<file path="src/rtl/pe_ctrl_pkg.sv">
// Shared types, default sizes and the saturating accumulate used by the PE row controller.
package pe_ctrl_pkg;

    localparam int unsigned DEF_LANES = 16;
    localparam int unsigned DEF_ACC_W = 24;
    localparam int unsigned DEF_LEN_W = 8;

    typedef enum logic [2:0] {
        IDLE,
        LOAD_W,
        STREAM,
        DRAIN,
        OUT
    } state_t;

    // Signed add clamped to the range of a two's-complement value of 'width' bits (width <= 62).
    function automatic longint sat_add(input longint a, input longint b, input int unsigned width);
        longint sum;
        longint hi;
        longint lo;
        sum = a + b;
        hi  = (longint'(1) <<< (width - 1)) - 1;
        lo  = -hi - 1;
        if (sum > hi) begin
            return hi;
        end
        if (sum < lo) begin
            return lo;
        end
        return sum;
    endfunction

endpackage

</file>
<file path="src/rtl/pe_row_ctrl_acc_lane.sv">
// Single-lane saturating accumulator with synchronous clear and enable.
module pe_acc_lane
    import pe_ctrl_pkg::*;
#(
    parameter int unsigned ACC_W = DEF_ACC_W
) (
    input  logic                    clk,
    input  logic                    rst,
    input  logic                    clear,
    input  logic                    en,
    input  logic signed [15:0]      product,
    output logic signed [ACC_W-1:0] acc
);

    always_ff @(posedge clk) begin
        if (!rst) begin
            acc <= '0;
        end else if (clear) begin
            acc <= '0;
        end else if (en) begin
            acc <= ACC_W'(sat_add(longint'(acc), longint'(product), ACC_W));
        end
    end

endmodule

</file>
<file path="src/rtl/pe_row_ctrl.sv">
// Job controller for one PE row: loads weights, streams pixel beats and accumulates
// lane-wise row products into saturating partial sums.
module pe_row_ctrl
    import pe_ctrl_pkg::*;
#(
    parameter int unsigned LANES = DEF_LANES,
    parameter int unsigned ACC_W = DEF_ACC_W,
    parameter int unsigned LEN_W = DEF_LEN_W
) (
    input  logic                          clk,
    input  logic                          rst,
    input  logic                          start,
    input  logic [1:0]                    mode_in,
    input  logic [LEN_W-1:0]              len,
    output logic                          busy,
    output logic                          done,
    input  logic                          w_valid,
    input  logic [8*LANES-1:0]            w_data,
    output logic                          w_ready,
    input  logic                          px_valid,
    output logic                          px_ready,
    output logic [1:0]                    mode_out,
    output logic [8*LANES-1:0]            weight_out,
    output logic                          pe_en,
    input  logic signed [16*LANES-1:0]    product,
    output logic signed [ACC_W*LANES-1:0] psum,
    output logic                          psum_valid,
    input  logic                          psum_ready
);

    state_t             state;
    logic [LEN_W-1:0]   len_q;
    logic [LEN_W-1:0]   cnt;
    logic               pe_en_d;
    logic               clear;

    assign pe_en = px_ready & px_valid;
    assign clear = (state == IDLE) && start && (len != '0);

    always_ff @(posedge clk) begin
        if (!rst) begin
            state      <= IDLE;
            len_q      <= '0;
            cnt        <= '0;
            busy       <= 1'b0;
            done       <= 1'b0;
            w_ready    <= 1'b0;
            px_ready   <= 1'b0;
            psum_valid <= 1'b0;
            mode_out   <= '0;
            weight_out <= '0;
            pe_en_d    <= 1'b0;
        end else begin
            done    <= 1'b0;
            pe_en_d <= pe_en;
            case (state)
                IDLE: begin
                    if (start) begin
                        if (len != '0) begin
                            mode_out <= mode_in;
                            len_q    <= len;
                            cnt      <= '0;
                            busy     <= 1'b1;
                            w_ready  <= 1'b1;
                            state    <= LOAD_W;
                        end else begin
                            done <= 1'b1;
                        end
                    end
                end
                LOAD_W: begin
                    if (w_valid) begin
                        weight_out <= w_data;
                        w_ready    <= 1'b0;
                        px_ready   <= 1'b1;
                        state      <= STREAM;
                    end
                end
                STREAM: begin
                    if (px_valid) begin
                        cnt <= cnt + LEN_W'(1);
                        if ((cnt + LEN_W'(1)) == len_q) begin
                            px_ready <= 1'b0;
                            state    <= DRAIN;
                        end
                    end
                end
                // The last beat's product arrives here and is absorbed via pe_en_d.
                DRAIN: begin
                    psum_valid <= 1'b1;
                    state      <= OUT;
                end
                OUT: begin
                    if (psum_ready) begin
                        psum_valid <= 1'b0;
                        busy       <= 1'b0;
                        done       <= 1'b1;
                        state      <= IDLE;
                    end
                end
                default: state <= IDLE;
            endcase
        end
    end

    for (genvar i = 0; i < LANES; i++) begin : g_lane
        pe_acc_lane #(.ACC_W(ACC_W)) u_lane (
            .clk     (clk),
            .rst     (rst),
            .clear   (clear),
            .en      (pe_en_d),
            .product (product[16*i +: 16]),
            .acc     (psum[ACC_W*i +: ACC_W])
        );
    end

endmodule

</file>
<file path="config.mk">
export PLATFORM = sky130hd
export DESIGN_NAME = pe_row_ctrl
export DESIGN_NICKNAME = d
export VERILOG_FILES = /design/src/rtl/pe_ctrl_pkg.sv /design/src/rtl/pe_row_ctrl_acc_lane.sv /design/src/rtl/pe_row_ctrl.sv
export SDC_FILE = /design/constraint.sdc
export NUM_CORES = 2
export LEC_CHECK = 0
export ABC_CLOCK_PERIOD_IN_PS = 6100
export CORE_AREA = 2 2 361 363
export CTS_CLUSTER_SIZE = 8
export DETAILED_ROUTE_END_ITERATION = 12
export DIE_AREA = 0 0 363 365
export GPL_TIMING_DRIVEN = 0
export PLACE_DENSITY = 0.6
export SLEW_MARGIN = 20
export SYNTH_ARGS = -nofsm -noshare
export SYNTH_HDL_FRONTEND = slang
export SYNTH_HIERARCHICAL = 1
export SYNTH_SLANG_ARGS = --single-unit
</file>
<file path="constraint.sdc">
create_clock -name clk -period 6.1 [get_ports clk]
set_input_delay 0.61 -clock clk [delete_from_list [all_inputs] [get_ports clk]]
set_output_delay 0.61 -clock clk [all_outputs]
set_load 0.01 [all_outputs]
</file>
After elaboration in Yosys (flattened, before gate mapping)
Cells that the tools add are included.
{"block": "classes", "n_mul": 0, "n_reduce_logical": 18, "shift": 0, "div": 0, "order_cmp": 32, "eq_ne": 11, "addsub": 17, "n_bitwise": 2, "mux": 234}
{"op": "$mux W24", "n": 48}
{"op": "$add A24 B16 Y25", "n": 16}
{"op": "$gt A25 B24 Y1 const B", "n": 16}
{"op": "$lt A25 B24 Y1 const B", "n": 16}
{"op": "$mux W23", "n": 16}
{"op": "$mux W1", "n": 154}
{"op": "$mux W8", "n": 3}
{"op": "$mux W3", "n": 6}
{"op": "$pmux W8 S2", "n": 1}
{"op": "$reduce_and A4 Y1", "n": 4}
{"op": "$pmux W3 S5", "n": 1}
{"op": "$ne A2 B2 Y1 const B", "n": 5}
{"op": "$pmux W1 S2", "n": 5}
{"op": "$reduce_bool A2 Y1", "n": 5}
{"op": "$add A8 B1 Y8 const B", "n": 1}
{"op": "$eq A8 B8 Y1", "n": 1}
{"op": "$reduce_bool A8 Y1", "n": 1}
{"op": "$eq A3 B2 Y1 const B", "n": 2}
{"op": "$reduce_and A6 Y1", "n": 1}
{"op": "$reduce_and A2 Y1", "n": 2}
{"op": "$eq A3 B1 Y1 const B", "n": 1}
{"op": "$eq A3 B3 Y1 const B", "n": 1}
{"op": "$logic_not A3 Y1", "n": 1}
{"op": "$reduce_and A3 Y1", "n": 1}
{"op": "5 further kinds", "n": 6}
{"block": "word_totals", "output_inout_bits": 520, "ramBits": 0, "latch_bits": 0, "memories": 0, "inputBits": 400, "rom_bits": 0, "regBits": 539}

Longest topological paths before layout
{"block": "logic_depth", "word_depth": 12, "mapped_depth": 12, "ltp_nobuf": 11}

Hierarchy
The synthesis kept the hierarchy.
{"mod": "pe_acc_lane at g_lane[11].u_lane ...", "area_each_um2": 2292.2, "seq_area_each_um2": 480.5, "cells_each": 296, "instances": 11}
{"mod": "pe_acc_lane at g_lane[0].u_lane ...", "area_each_um2": 2378.5, "seq_area_each_um2": 480.5, "cells_each": 279, "instances": 4}
{"mod": "pe_row_ctrl", "area_each_um2": 5785.5, "seq_area_each_um2": 3103.0, "cells_each": 722, "instances": 1}
{"mod": "pe_acc_lane at g_lane[10].u_lane", "area_each_um2": 2263.4, "seq_area_each_um2": 480.5, "cells_each": 287, "instances": 1}

Least setup slack after synthesis
OpenSTA, ideal clock, no wires.
{"block": "synth_timing", "kind": "input to register", "startpoint": "input product[176]", "endpoint": "register g_lane[11].u_lane.acc[14]", "arrival_time_ns": 2.965, "path_stages": 12, "setup_slack_ns": 3.065, "required_ns": 6.030, "setup_time_ns": 0.070, "path_buffers": 1, "path_cell_list": "ha_1 inv_1 fa_1 nand2b_1 a21oi_2 o211ai_1 a21oi_1 a211oi_2 or2_2 clkbuf_2 maj3_1 a21oi_1"}
{"block": "synth_via", "elab_chain_len": 9, "word_cells_on_any_way": 16, "cone_classes": "add/sub (1); order compare (2); mux (13)"}
{"item": "from (decl)", "line": "pe_row_ctrl.sv:25", "rtl": "input logic signed [16*LANES-1:0] product,"}
{"item": "$add A24 B16 Y25 (*)", "line": "pe_ctrl_pkg.sv:21", "rtl": "sum = a + b;"}
{"item": "$lt A25 B24 Y1", "line": "pe_ctrl_pkg.sv:27", "rtl": "if (sum < lo) begin"}
{"item": "$mux W1 (2 in a row)", "line": "pe_ctrl_pkg.sv:27"}
{"item": "$mux W1", "line": "pe_row_ctrl_acc_lane.sv:20", "rtl": "end else if (en) begin"}
{"item": "$mux W1", "line": "pe_row_ctrl_acc_lane.sv:18", "rtl": "end else if (clear) begin"}
{"item": "$mux W1", "line": "pe_row_ctrl_acc_lane.sv:16", "rtl": "if (!rst) begin"}
{"item": "$mux W24", "line": "pe_ctrl_pkg.sv:30", "rtl": "return sum;"}
{"item": "$mux W24 (*)", "line": "pe_ctrl_pkg.sv:27"}
{"item": "to (signal assigned)", "line": "pe_row_ctrl_acc_lane.sv:21", "rtl": "acc <= ACC_W'(sat_add(longint'(acc), longint'(product), ACC_W));"}
{"item": "to (decl)", "line": "pe_row_ctrl_acc_lane.sv:12", "rtl": "output logic signed [ACC_W-1:0] acc"}
Every way passes the cells marked *; elsewhere a longest branch is shown, timed or not. The select of a mux whose other input is x is not followed.
A chain may end at the register's enable or synchronous reset.

Worst setup path after layout
{"block": "layout_timing", "startpoint": "input product[64]", "endpoint": "register g_lane[4].u_lane.acc[15]"}
{"block": "layout_via", "elab_chain_len": 9, "word_cells_on_any_way": 16, "cone_classes": "add/sub (1); order compare (2); mux (13)"}
{"item": "$add A24 B16 Y25 (*)", "line": "pe_ctrl_pkg.sv:21"}
{"item": "$lt A25 B24 Y1", "line": "pe_ctrl_pkg.sv:27"}
{"item": "$mux W1 (2 in a row)", "line": "pe_ctrl_pkg.sv:27"}
{"item": "$mux W1", "line": "pe_row_ctrl_acc_lane.sv:20"}
{"item": "$mux W1", "line": "pe_row_ctrl_acc_lane.sv:18"}
{"item": "$mux W1", "line": "pe_row_ctrl_acc_lane.sv:16"}
{"item": "$mux W24", "line": "pe_ctrl_pkg.sv:30"}
{"item": "$mux W24 (*)", "line": "pe_ctrl_pkg.sv:27"}
{"item": "to (signal assigned)", "line": "pe_row_ctrl_acc_lane.sv:21"}
{"item": "to (decl)", "line": "pe_row_ctrl_acc_lane.sv:12"}
Marks and branches as above.

==> summary.md <==
- run status: complete, no violations
- minimum period implied by the final worst setup slack: 3.41 ns
- switching part of the total: 30.7%
- total routing resource utilization after global routing: 23.8%
- router iterations before antenna repair: 6
- crit-path cells: clkdlybuf4s50_1 > ha_1 > inv_1 > fa_1 > nand2b_1 > a21oi_2 > o211ai_1 > a21oi_1 > a211oi_2 > or2_2 > clkbuf_2 > maj3_1 > a21oi_1
- worst endpoint required time: 6.71 ns
- number of cells in the design after placement: 7,977
- setup total negative slack: 0 ns
- maximum buffer depth of the clock tree: 3
- filler instances: 12,900
- clock group share of total power: 42.6%
- RSZ-0062 raised after global routing: false
- gate count after technology mapping: 5,381
- clock insertion delay at the later pin of the skew report: 0.70 ns
- CP endpoint kind: flop
- internal power consumption: 7.06 mW
- setup bufs post-CTS: 0
- area share of the leading cell type in the synthesized netlist: 25.2%
- proportion of power drawn by flip-flops and latches: 36.2%
- sum of routed wire length over all layers: 166,000 um
- synthesized area per cell: 7.95 um^2
- top-level I/O count: 920
- post-synth cell types: 96
- LEAKAGE: 23.2 nW
- buffer type at the clock tree root: clkbuf_16
- R2R depth: 12
- master of the slowest instance on the critical path: clkdlybuf4s50_1
- Top FF cell, synth: dfxtp_1
- worst flop-to-flop path endpoint: g_lane[9].u_lane/acc[4]
- global placer's final weighted congestion: 0.945
- net count of the mapped netlist: 6,182
- most common cell after layout, fill and taps aside: clkdlybuf4s50_1
- number of buffers created by CTS: 81
- number of standard-cell rows in the floorplan: 132
- sequential fraction of the synthesis area: 25.2%
- number of antenna violations at the first check in global routing: 36
- Setup Viol. Count Final: 0
- width of the chip: 363 um
- HPWL after detailed placement: 133,000 um
- Max Freq: 293 MHz
- detailed-route wire length per cell: 20.5 um
- delay of the slowest cell on the worst path: 0.53 ns
- gate family responsible for the most delay along the worst path: compound AO/OA/AOI/OAI gates
- critical path endpoint: g_lane[4].u_lane/acc[15]
- netlist area before placement: 42,800 um^2
- peak ir drop on the vdd network: 0.000199 V
- number of hold buffers added after cts: 0
- number of max-slew violations in the final report: 0
- count of buffering cells on the critical path with inverters included: 3
- post-detailed-route count of antenna-violating nets: 0
- Total Power Consumption: 10.2 mW
- detailed-route via count: 43,800
- Cell Pwr Density: 180 nW/um^2
- largest clock skew in the final design: 0.0543 ns
- number of resized instances in the post-cts repair step: 0
- share of flip-flops with an asynchronous set or reset: 0%
- initial core utilization: 33.2%
- I/O Buffers: 919
- number of hold-slack violations in the final timing report: 0
- Worst Max-Slew Pin Slew: 0.912 ns
- startpoint types: primary input
- r2r startpoint: g_lane[9].u_lane/acc[0]
- CTS sink count: 539
- H-Tree Level Count: 3
- cell repeated most along the worst path: a21oi_1
- pin count of the biggest net entering global routing: 41
- instance count on the critical path: 13
- Slew Limit Headroom: 39.2%
- Total Nets Final: 7,186
- Logic pwr share: 21.3%
- number of remaining DRC errors: 0
- via density per instance: 5.40
- source of the critical timing path: product[64]
- Hold Crit Class: in -> reg
- number of maximum-capacitance constraint violations: 0
- dominant cell type by area after synthesis: dfxtp_1
- portion of the clock cycle consumed by the worst path in the final layout: 55.9%
- Critical Path Fanout Max: 6
- class of the most critical setup path: in -> reg
- TritonCTS clock tree: done
- reported net switching power: 3.13 mW
- core area: 129,000 um^2
- data arrival time at the worst-slack endpoint: 4.02 ns
- count of placed standard cells in the final layout, fillers left out: 8,108
- global-route wire length before repair: 248,000 um
- clock-pin slew on the worst setup and hold paths: 0.05 ns
- hold slack: 0.328 ns
- area added between synthesis and finish: 32.2%
- floorplan die area: 132,000 um^2
- largest cells by area after synthesis: dfxtp_1, ha_1, a21oi_1
- flops & latches, synth: 539
- pre-CTS setup slack: 2.05 ns
- number of warnings reported in the yosys synthesis log: 6
- fraction of layout cells with a size suffix above 1: 8.89%
- top library cells by usage in the layout, fill and taps aside: clkdlybuf4s50_1, a21oi_1, dfxtp_1
- slack of the worst reg-to-reg path: 2.75 ns
- GRT overflow: 0
- violation count after the first detailed-route iteration: 2,970
- number of global-route vias before repair: 41,600
- Setup WS post-layout: 2.69 ns
- y dimension of the die: 365 um
- Post-synth EDFFs: 0
## how the worst min path moves through the flow
| stage | from | depth (start not counted) | slack, ns | end |
|---|---|---|---|---|
| CTS | rst | 3 | 0.27 | g_lane[6].u_lane/acc[23] |
| finish | rst | 3 | 0.33 | g_lane[6].u_lane/acc[23] |
| floorplan | len_q[0] | 2 | 0.46 | len_q[0] |
| global route | rst | 3 | 0.30 | g_lane[6].u_lane/acc[23] |
| global placement | weight_out[111] | 2 | 0.44 | weight_out[111] |
| detailed placement | weight_out[114] | 2 | 0.45 | weight_out[114] |
## final cells by class
| class | instances | area (um^2) | share of cell area (%) |
|---|---|---|---|
| clock buffers | 95 | 2110 | 3.73 |
| repair buffers | 921 | 9240 | 16.4 |
| plain buffers | 246 | 1380 | 2.44 |
| multi-input cells | 4409 | 29900 | 52.9 |
| well taps | 1675 | 2100 | 3.71 |
| flip-flops and latches | 539 | 10800 | 19.1 |
| inverters | 187 | 702 | 1.24 |
| diodes | 23 | 57.6 | 0.102 |
| clock inverters | 13 | 244 | 0.432 |
## power groups by stage
stage / clock network [mW] / registers [mW] / logic [mW]
after global routing: 4.59 / 3.69 / 2.36
after global placement: 0 / 3.75 / 2.14
after CTS: 4.47 / 3.68 / 2.17
final: 4.33 / 3.68 / 2.17
after floorplan: 0 / 3.77 / 1.26
after detailed placement: 0 / 3.75 / 2.15
## layer usage
layer  track usage (%)  up-vias  wire length [um]  part of all wire, %
met3              6.33      325             11500                  6.9
met2              40.2     1186             77900                   47
li1                  -    21600                 -                    -
met5                 0        -               149                0.090
met4              10.5       22              8120                  4.9
met1              28.3    20600             68800                   41
## cells by family (layout without fill, tap and decap cells)
kind of cell / after synthesis / count (layout) / synth area share (%)
DFF: 539 / 539 / 25.2
adders and majority gates: 529 / 529 / 15.2
muxes: 56 / 56 / 1.34
other: 0 / 23 / 0
buffers and inverters: 433 / 1462 / 4.87
AOI/OAI and AO/OA: 2115 / 2115 / 32.3
xor gates and xnor gates: 286 / 286 / 5.86
and+or+nand+nor: 1423 / 1423 / 15.2
## worst min-delay path, stage by stage
cell and delay [ns]:
buf_4 0.20, nand2b_1 0.10, nor2_1 0.04
## state kept, by name, summed over array words and instances (netlist names)
name	flops
weight_out	128
px_ready	1
state	3
busy	1
psum_valid	1
cnt	8
len_q	8
pe_en_d	1
done	1
g_lane.u_lane/acc	384
mode_out	2
w_ready	1
## synthesized netlist by cell type (14+ instances only)
cell,instances
nand2b_1,96
nor3_1,36
xnor2_1,187
a211oi_1,15
ha_1,385
o221ai_1,14
a21oi_1,774
nand4_1,14
nand2_1,536
buf_2,38
o21ai_0,522
a211oi_2,16
o21bai_1,21
o211ai_1,89
o21ai_1,19
a21o_1,98
clkbuf_1,128
o21a_1,48
or3_1,27
mux2i_1,54
xor2_1,99
inv_1,186
a21oi_2,118
maj3_1,60
buf_4,21
a311oi_1,15
and3_1,53
maj3_2,68
a21boi_0,23
a221o_1,19
a21o_2,22
nor2b_1,38
fa_1,16
nand3_1,113
dfxtp_1,539
buf_6,30
nor3b_1,15
nor2_1,419
a31oi_1,75
a211o_1,27
o22ai_1,15
## per-stage QoR
stage               utilization (%)  area, um^2
global route                   43.9       56500
detailed placement             42.1       54100
global placement               42.0       54100
CTS                            43.9       56500
floorplan                         -       42800
finish                         43.9       56500
Note: power is estimated with default switching activity, not from simulation.
